===== config.mk =====
export PLATFORM = sky130hd
export DESIGN_NAME = tlu_dut_handshake_rx
export DESIGN_NICKNAME = d
export VERILOG_FILES = /design/src/rtl/tlu_pkg.sv /design/src/rtl/tlu_sync_edge.sv /design/src/rtl/tlu_dut_handshake_rx.sv
export SDC_FILE = /design/constraint.sdc
export NUM_CORES = 1
export LEC_CHECK = 0
export BUFFER_PORTS_ARGS = -buffer_cell sky130_fd_sc_hd__buf_4
export CORE_MARGIN = 2
export CORE_UTILIZATION = 58
export CTS_CLUSTER_SIZE = 14
export DETAILED_ROUTE_END_ITERATION = 16
export GPL_TIMING_DRIVEN = 0
export PLACE_DENSITY = 0.81
export RECOVER_POWER = 50
export SYNTH_ARGS = -nofsm -noshare
export SYNTH_HDL_FRONTEND = slang
export SYNTH_SLANG_ARGS = --single-unit

===== constraint.sdc =====
create_clock -name SYS_CLK -period 4.85 [get_ports SYS_CLK]
set_input_delay 0.97 -clock SYS_CLK [delete_from_list [all_inputs] [get_ports SYS_CLK]]
set_output_delay 0.97 -clock SYS_CLK [all_outputs]
set_load 0.03 [all_outputs]

===== src/rtl/tlu_pkg.sv =====
// Shared definitions for the DUT side of the TLU trigger link:
// FSM encoding, operating modes and the clock half-period floor.
package tlu_pkg;

    typedef enum logic [2:0] {
        IDLE,
        ACCEPT,
        WAIT_LOW,
        CLK_HI,
        CLK_LO,
        REARM
    } state_t;

    localparam logic [1:0] MODE_SIMPLE    = 2'd0;
    localparam logic [1:0] MODE_HANDSHAKE = 2'd1;
    localparam logic [1:0] MODE_DATA      = 2'd2;

    localparam int CLK_HALF_MIN = 4;

    // Short half periods would not leave the 2-FF synchroniser enough settling time.
    function automatic logic [7:0] eff_half(input logic [7:0] half);
        return (half < 8'(CLK_HALF_MIN)) ? 8'(CLK_HALF_MIN) : half;
    endfunction

endpackage


===== src/rtl/tlu_sync_edge.sv =====
// Two-flop synchroniser for an asynchronous TLU line, plus a rising-edge
// detect on the synchronised level.
module tlu_sync_edge (
    input  logic clk,
    input  logic rst_n,
    input  logic din,
    output logic level,
    output logic rise
);

    logic meta_q;
    logic sync_q;
    logic prev_q;

    // NOTE: flops use non-blocking assignments so every stage samples the
    // previous stage's old value; blocking here would collapse the chain.
    always_ff @(posedge clk or negedge rst_n) begin
        if (!rst_n) begin
            meta_q <= 1'b0;
            sync_q <= 1'b0;
            prev_q <= 1'b0;
        end else begin
            meta_q <= din;
            sync_q <= meta_q;
            prev_q <= sync_q;
        end
    end

    assign level = sync_q;
    assign rise  = sync_q & ~prev_q;

endmodule


===== src/rtl/tlu_dut_handshake_rx.sv =====
// DUT-side receiver for the TLU trigger link: accepts triggers, runs the
// BUSY/CLOCK handshake, shifts in the serial trigger ID and publishes it.
module tlu_dut_handshake_rx
    import tlu_pkg::*;
#(
    parameter int TRIG_ID_BITS = 15,
    parameter int CNT_BITS     = 32
) (
    input  logic                    SYS_CLK,
    input  logic                    SYS_RST_N,
    input  logic                    CONF_EN,
    input  logic [1:0]              CONF_MODE,
    input  logic [7:0]              CONF_CLK_HALF,
    input  logic [15:0]             CONF_TIMEOUT,
    input  logic                    TLU_TRIGGER,
    input  logic                    TLU_RESET,
    input  logic                    EXT_VETO,
    output logic                    TLU_BUSY,
    output logic                    TLU_CLOCK,
    output logic                    TRIG_PULSE,
    output logic                    TRIG_VALID,
    output logic [TRIG_ID_BITS-1:0] TRIG_ID,
    input  logic                    TRIG_READY,
    output logic                    TLU_RESET_PULSE,
    output logic                    TIMEOUT_ERR,
    output logic [7:0]              LOST_CNT,
    output logic [CNT_BITS-1:0]     TRIG_CNT
);

    localparam int IDX_W = (TRIG_ID_BITS > 1) ? $clog2(TRIG_ID_BITS) : 1;

    state_t                  state;
    state_t                  state_nxt;
    logic [15:0]             cnt;
    logic [IDX_W-1:0]        bit_idx;
    logic [TRIG_ID_BITS-1:0] id_shift;
    logic [TRIG_ID_BITS-1:0] id_next;
    logic [TRIG_ID_BITS-1:0] pub_id;
    logic                    publish;
    logic                    trig_lvl;
    logic                    trig_rise;
    logic                    rst_lvl;
    logic                    hs_mode;
    logic                    data_mode;
    logic                    half_last;
    logic                    timeout_hit;
    logic                    last_bit;

    tlu_sync_edge u_sync_trig (
        .clk   (SYS_CLK),
        .rst_n (SYS_RST_N),
        .din   (TLU_TRIGGER),
        .level (trig_lvl),
        .rise  (trig_rise)
    );

    tlu_sync_edge u_sync_rst (
        .clk   (SYS_CLK),
        .rst_n (SYS_RST_N),
        .din   (TLU_RESET),
        .level (rst_lvl),
        .rise  (TLU_RESET_PULSE)
    );

    // Mode 3 decodes like the data handshake.
    assign hs_mode     = (CONF_MODE != MODE_SIMPLE);
    assign data_mode   = CONF_MODE[1];
    assign half_last   = (cnt == 16'(eff_half(CONF_CLK_HALF)) - 16'd1);
    assign timeout_hit = (CONF_TIMEOUT != 16'd0) && (cnt == CONF_TIMEOUT - 16'd1);
    assign last_bit    = (bit_idx == IDX_W'(TRIG_ID_BITS - 1));

    always_ff @(posedge SYS_CLK or negedge SYS_RST_N) begin
        if (!SYS_RST_N) state <= IDLE;
        else            state <= state_nxt;
    end

    // NOTE: every combinational output is given a default first so that no
    // path through the case statement leaves it unassigned (a latch).
    always_comb begin
        state_nxt = state;
        case (state)
            IDLE:     if (trig_rise && CONF_EN && !EXT_VETO) state_nxt = ACCEPT;
            ACCEPT:   state_nxt = hs_mode ? WAIT_LOW : REARM;
            WAIT_LOW: begin
                if (!trig_lvl)        state_nxt = data_mode ? CLK_HI : REARM;
                else if (timeout_hit) state_nxt = REARM;
            end
            CLK_HI:   if (half_last) state_nxt = CLK_LO;
            CLK_LO:   if (half_last) state_nxt = last_bit ? REARM : CLK_HI;
            REARM:    if (!trig_lvl) state_nxt = IDLE;
            default:  state_nxt = IDLE;
        endcase
    end

    always_comb begin
        id_next          = id_shift;
        id_next[bit_idx] = trig_lvl;
        TRIG_PULSE       = (state == ACCEPT);
        TLU_CLOCK        = (state == CLK_HI);
        TLU_BUSY         = EXT_VETO | (hs_mode && state != IDLE);
        TIMEOUT_ERR      = (state == WAIT_LOW) && trig_lvl && timeout_hit;
        publish          = 1'b0;
        pub_id           = id_next;
        case (state)
            ACCEPT: if (!hs_mode) begin
                publish = 1'b1;
                pub_id  = TRIG_ID_BITS'(TRIG_CNT + CNT_BITS'(1));
            end
            WAIT_LOW: if (!trig_lvl && !data_mode) begin
                publish = 1'b1;
                pub_id  = TRIG_CNT[TRIG_ID_BITS-1:0];
            end
            CLK_LO: publish = half_last && last_bit;
            default: ;
        endcase
    end

    // Phase/timeout counter restarts on every state change and saturates.
    always_ff @(posedge SYS_CLK or negedge SYS_RST_N) begin
        if (!SYS_RST_N) begin
            cnt      <= '0;
            bit_idx  <= '0;
            id_shift <= '0;
        end else begin
            if (state_nxt != state) cnt <= '0;
            else if (cnt != 16'hFFFF) cnt <= cnt + 16'd1;
            if (state == ACCEPT) begin
                bit_idx  <= '0;
                id_shift <= '0;
            end else if (state == CLK_LO && half_last) begin
                bit_idx  <= bit_idx + IDX_W'(1);
                id_shift <= id_next;
            end
        end
    end

    always_ff @(posedge SYS_CLK or negedge SYS_RST_N) begin
        if (!SYS_RST_N) begin
            TRIG_CNT   <= '0;
            LOST_CNT   <= '0;
            TRIG_VALID <= 1'b0;
            TRIG_ID    <= '0;
        end else begin
            if (TLU_RESET_PULSE)     TRIG_CNT <= '0;
            else if (state == ACCEPT) TRIG_CNT <= TRIG_CNT + CNT_BITS'(1);
            if (TLU_RESET_PULSE)
                LOST_CNT <= '0;
            else if (publish && TRIG_VALID && !TRIG_READY && LOST_CNT != 8'hFF)
                LOST_CNT <= LOST_CNT + 8'd1;
            // A publish in the same cycle as a consumer handshake keeps valid high.
            if (publish) begin
                TRIG_VALID <= 1'b1;
                TRIG_ID    <= pub_id;
            end else if (TRIG_READY) begin
                TRIG_VALID <= 1'b0;
            end
        end
    end

endmodule

==> flow_summary.ini <==
[timing]
rsz0062_at_grt = no
timing_worst_slew_pin_value_ps = 2340
post-route-min-period_ps = 4690
timing.max_slew.rel_slack = -0.561
timing_hold_violations_final = 0
setup_viol = 0
post-route-period-util = 0.967
max_freq_mhz = 213
setup_tns_ps = 0
skew_ps = 12.6
final_max_slew_viols = 46

[floorplanning]
io-pin-count = 94
initial_utilization = 0.594
die-width_um = 109
area_of_the_die_um2 = 11900
coreArea_um2 = 10800
core.rowCount = 38
die-height_um = 109

[cells_and_area]
synthToLayoutAreaGrowth_pct = 15.0
most_common_cell_after_layout_fill_and_taps_aside = dfrtp_1
post_route_cells_drive_above_1_share = 0.145
finalNetCount = 883
mostFrequentLayoutCells = 100 x dfrtp_1, 64 x buf_4, 63 x nor2_1
antenna-diode-count = 0
final_util = 0.683

[synthesis]
post_synth_design_cell_area_um2 = 6410
postSynthRegisterBits = 100
ys_types = 72
ys.warnings.count = 0
synth_async_sr_flop_share = 1.00
syn_nets = 781
synth_edf_count = 0
synthCells = 739
post_synthesis_sequential_area_ratio = 0.391
postSynth.topFlopCell = dfrtp_1
avgSynthCellArea_um2 = 8.67

[clock_tree]
cts.repair.resized = 0
clock_root_buffer_master = clkbuf_8
cts_hold_buf = 0
h_tree_level_count = 3
cts_buffers = 9
tritoncts = built
cts_post_setup_buffers_inserted = 0
clock_tree.buffer_depth = 2
clock_pin_slew_on_the_worst_setup_and_hold_paths_ps = 100
clock_sink_count = 100
clkLatencyLatePin_ps = 390

[pwr]
powerDensity_nw_per_um2 = 322
vdd_ir_drop_max_mv = 0.265
p_leak_nw = 3.26

[grt]
globalRouteOverflowTotal = 0
first_pass_grt_wire_length_um = 27600
grtUsageTotal = 0.298
number_of_antenna_violations_at_the_first_check_in_global_routing = 0
grt_start_max_net_pins = 101
grt_pass1_vias = 5706

[critical_path]
required_time_of_the_critical_path_ps = 3880
setup.worst_path.end_class = output port
critical_path_class = in2out
cp_data_arrival_time_ps = 3720
timing.critical_path.from_type = input pin
worst-path-max-fanout = 6

[route]
drt_wl_total_um = 17300
route.antenna.remaining_nets = 0
num_vias = 6151
drcViolationCount = 0
routedWlPerCell_um = 17.5
drt_first_iter_violations = 595
drtPass1Iterations = 5
route.detailed.vias_per_inst = 6.24

[placement]
dp_hpwl_um = 12600
finalWeightedCongestion = 0.944
port_buffers = 90

[outcome]
violations = capacitance limit, slew limit
run_status = finished with violations

[min_path]
worst_hold_path_type = reg2reg

[job]
drv_cap = 1
stage by stage:
step	total power, mW	cells	hold WS (ps)	worst slack, ps	instance area, um^2
5_1_grt	2.50	986	365	49.0	7370
4_1_cts	2.41	985	358	158	7460
6_report	2.37	986	357	160	7370
3_3_place_gp	1.83	969	332	220	7260
2_1_floorplan	1.57	739	331	242	6410
3_5_place_dp	1.86	969	336	155	7260
cell usage after synthesis (all sizes together), types with 18 or more instances:
cell type,n,share of area
xnor2,28,0.038
xor2,33,0.045
mux2i,18,0.028
nor3,40,0.032
nand3,42,0.033
dfrtp,100,0.39
nor2,63,0.037
clkbuf,29,0.017
or3,18,0.018
nand2,63,0.037
inv,27,0.016
o21ai,48,0.039
a21oi,35,0.027
flip-flops by register name, summed over array words and instances, names as in the netlist:
register,count
LOST_CNT,8
TRIG_CNT,32
TRIG_ID,15
TRIG_VALID,1
bit_idx,4
cnt,16
id_shift,15
state,3
u_sync_rst.level,1
u_sync_rst.meta_q,1
u_sync_rst.prev_q,1
u_sync_trig.level,1
u_sync_trig.meta_q,1
u_sync_trig.prev_q,1
cell type report:
cell class	instances	area, um^2
fill	872	3420
buffer	43	196
sequential	100	2500
tap	140	175
inverter	27	101
multi-input combinational	569	3610
clock inverter	6	62.6
timing repair buffer	91	587
clock buffer	10	138
report_power, final:
part	internal, mW	switching, mW	total, mW
clock network	0.253	0.299	0.552
logic	0.275	0.563	0.837
registers	0.917	0.0676	0.984
worst max-delay path, stage by stage:
cell and delay [ps]:
buf_4 130, inv_1 50, ha_1 220, or4b_4 530, o21ai_0 190, a21oi_1 90
or4b_4 530, nor4_4 410, nand2_1 90, a211oi_1 290, buf_4 220
final timing paths:
| path | depth (start not counted) | slack [ps] | start | endpoint |
|---|---|---|---|---|
| min in group asynchronous | 1 | 1270 | SYS_RST_N | TRIG_CNT[26] |
| worst min register to register | 0 | 360 | u_sync_rst.meta_q | u_sync_rst.level |
| max in group asynchronous | 2 | 1200 | SYS_RST_N | id_shift[7] |
| worst max register to register | 9 | 1530 | TRIG_CNT[0] | TRIG_CNT[26] |
| worst max-delay path | 11 | 160 | CONF_TIMEOUT[0] | TIMEOUT_ERR |
| worst min-delay path | 0 | 360 | u_sync_rst.meta_q | u_sync_rst.level |
layer usage:
layer	share of wire	GRT usage
met3	0.082	0.0669
met2	0.46	0.457
met4	0.016	0.0861
met1	0.44	0.423
met5	0	0
kinds of logic after synthesis:
logic type      share of synthesized area
xor+xnor                           0.0834
fa+ha+maj                          0.0176
mux                                0.0422
buf+inv                            0.0465
compound gates                      0.163
flops                               0.391
simple gates                        0.256
No activity file was read; power rests on OpenSTA's default activity.
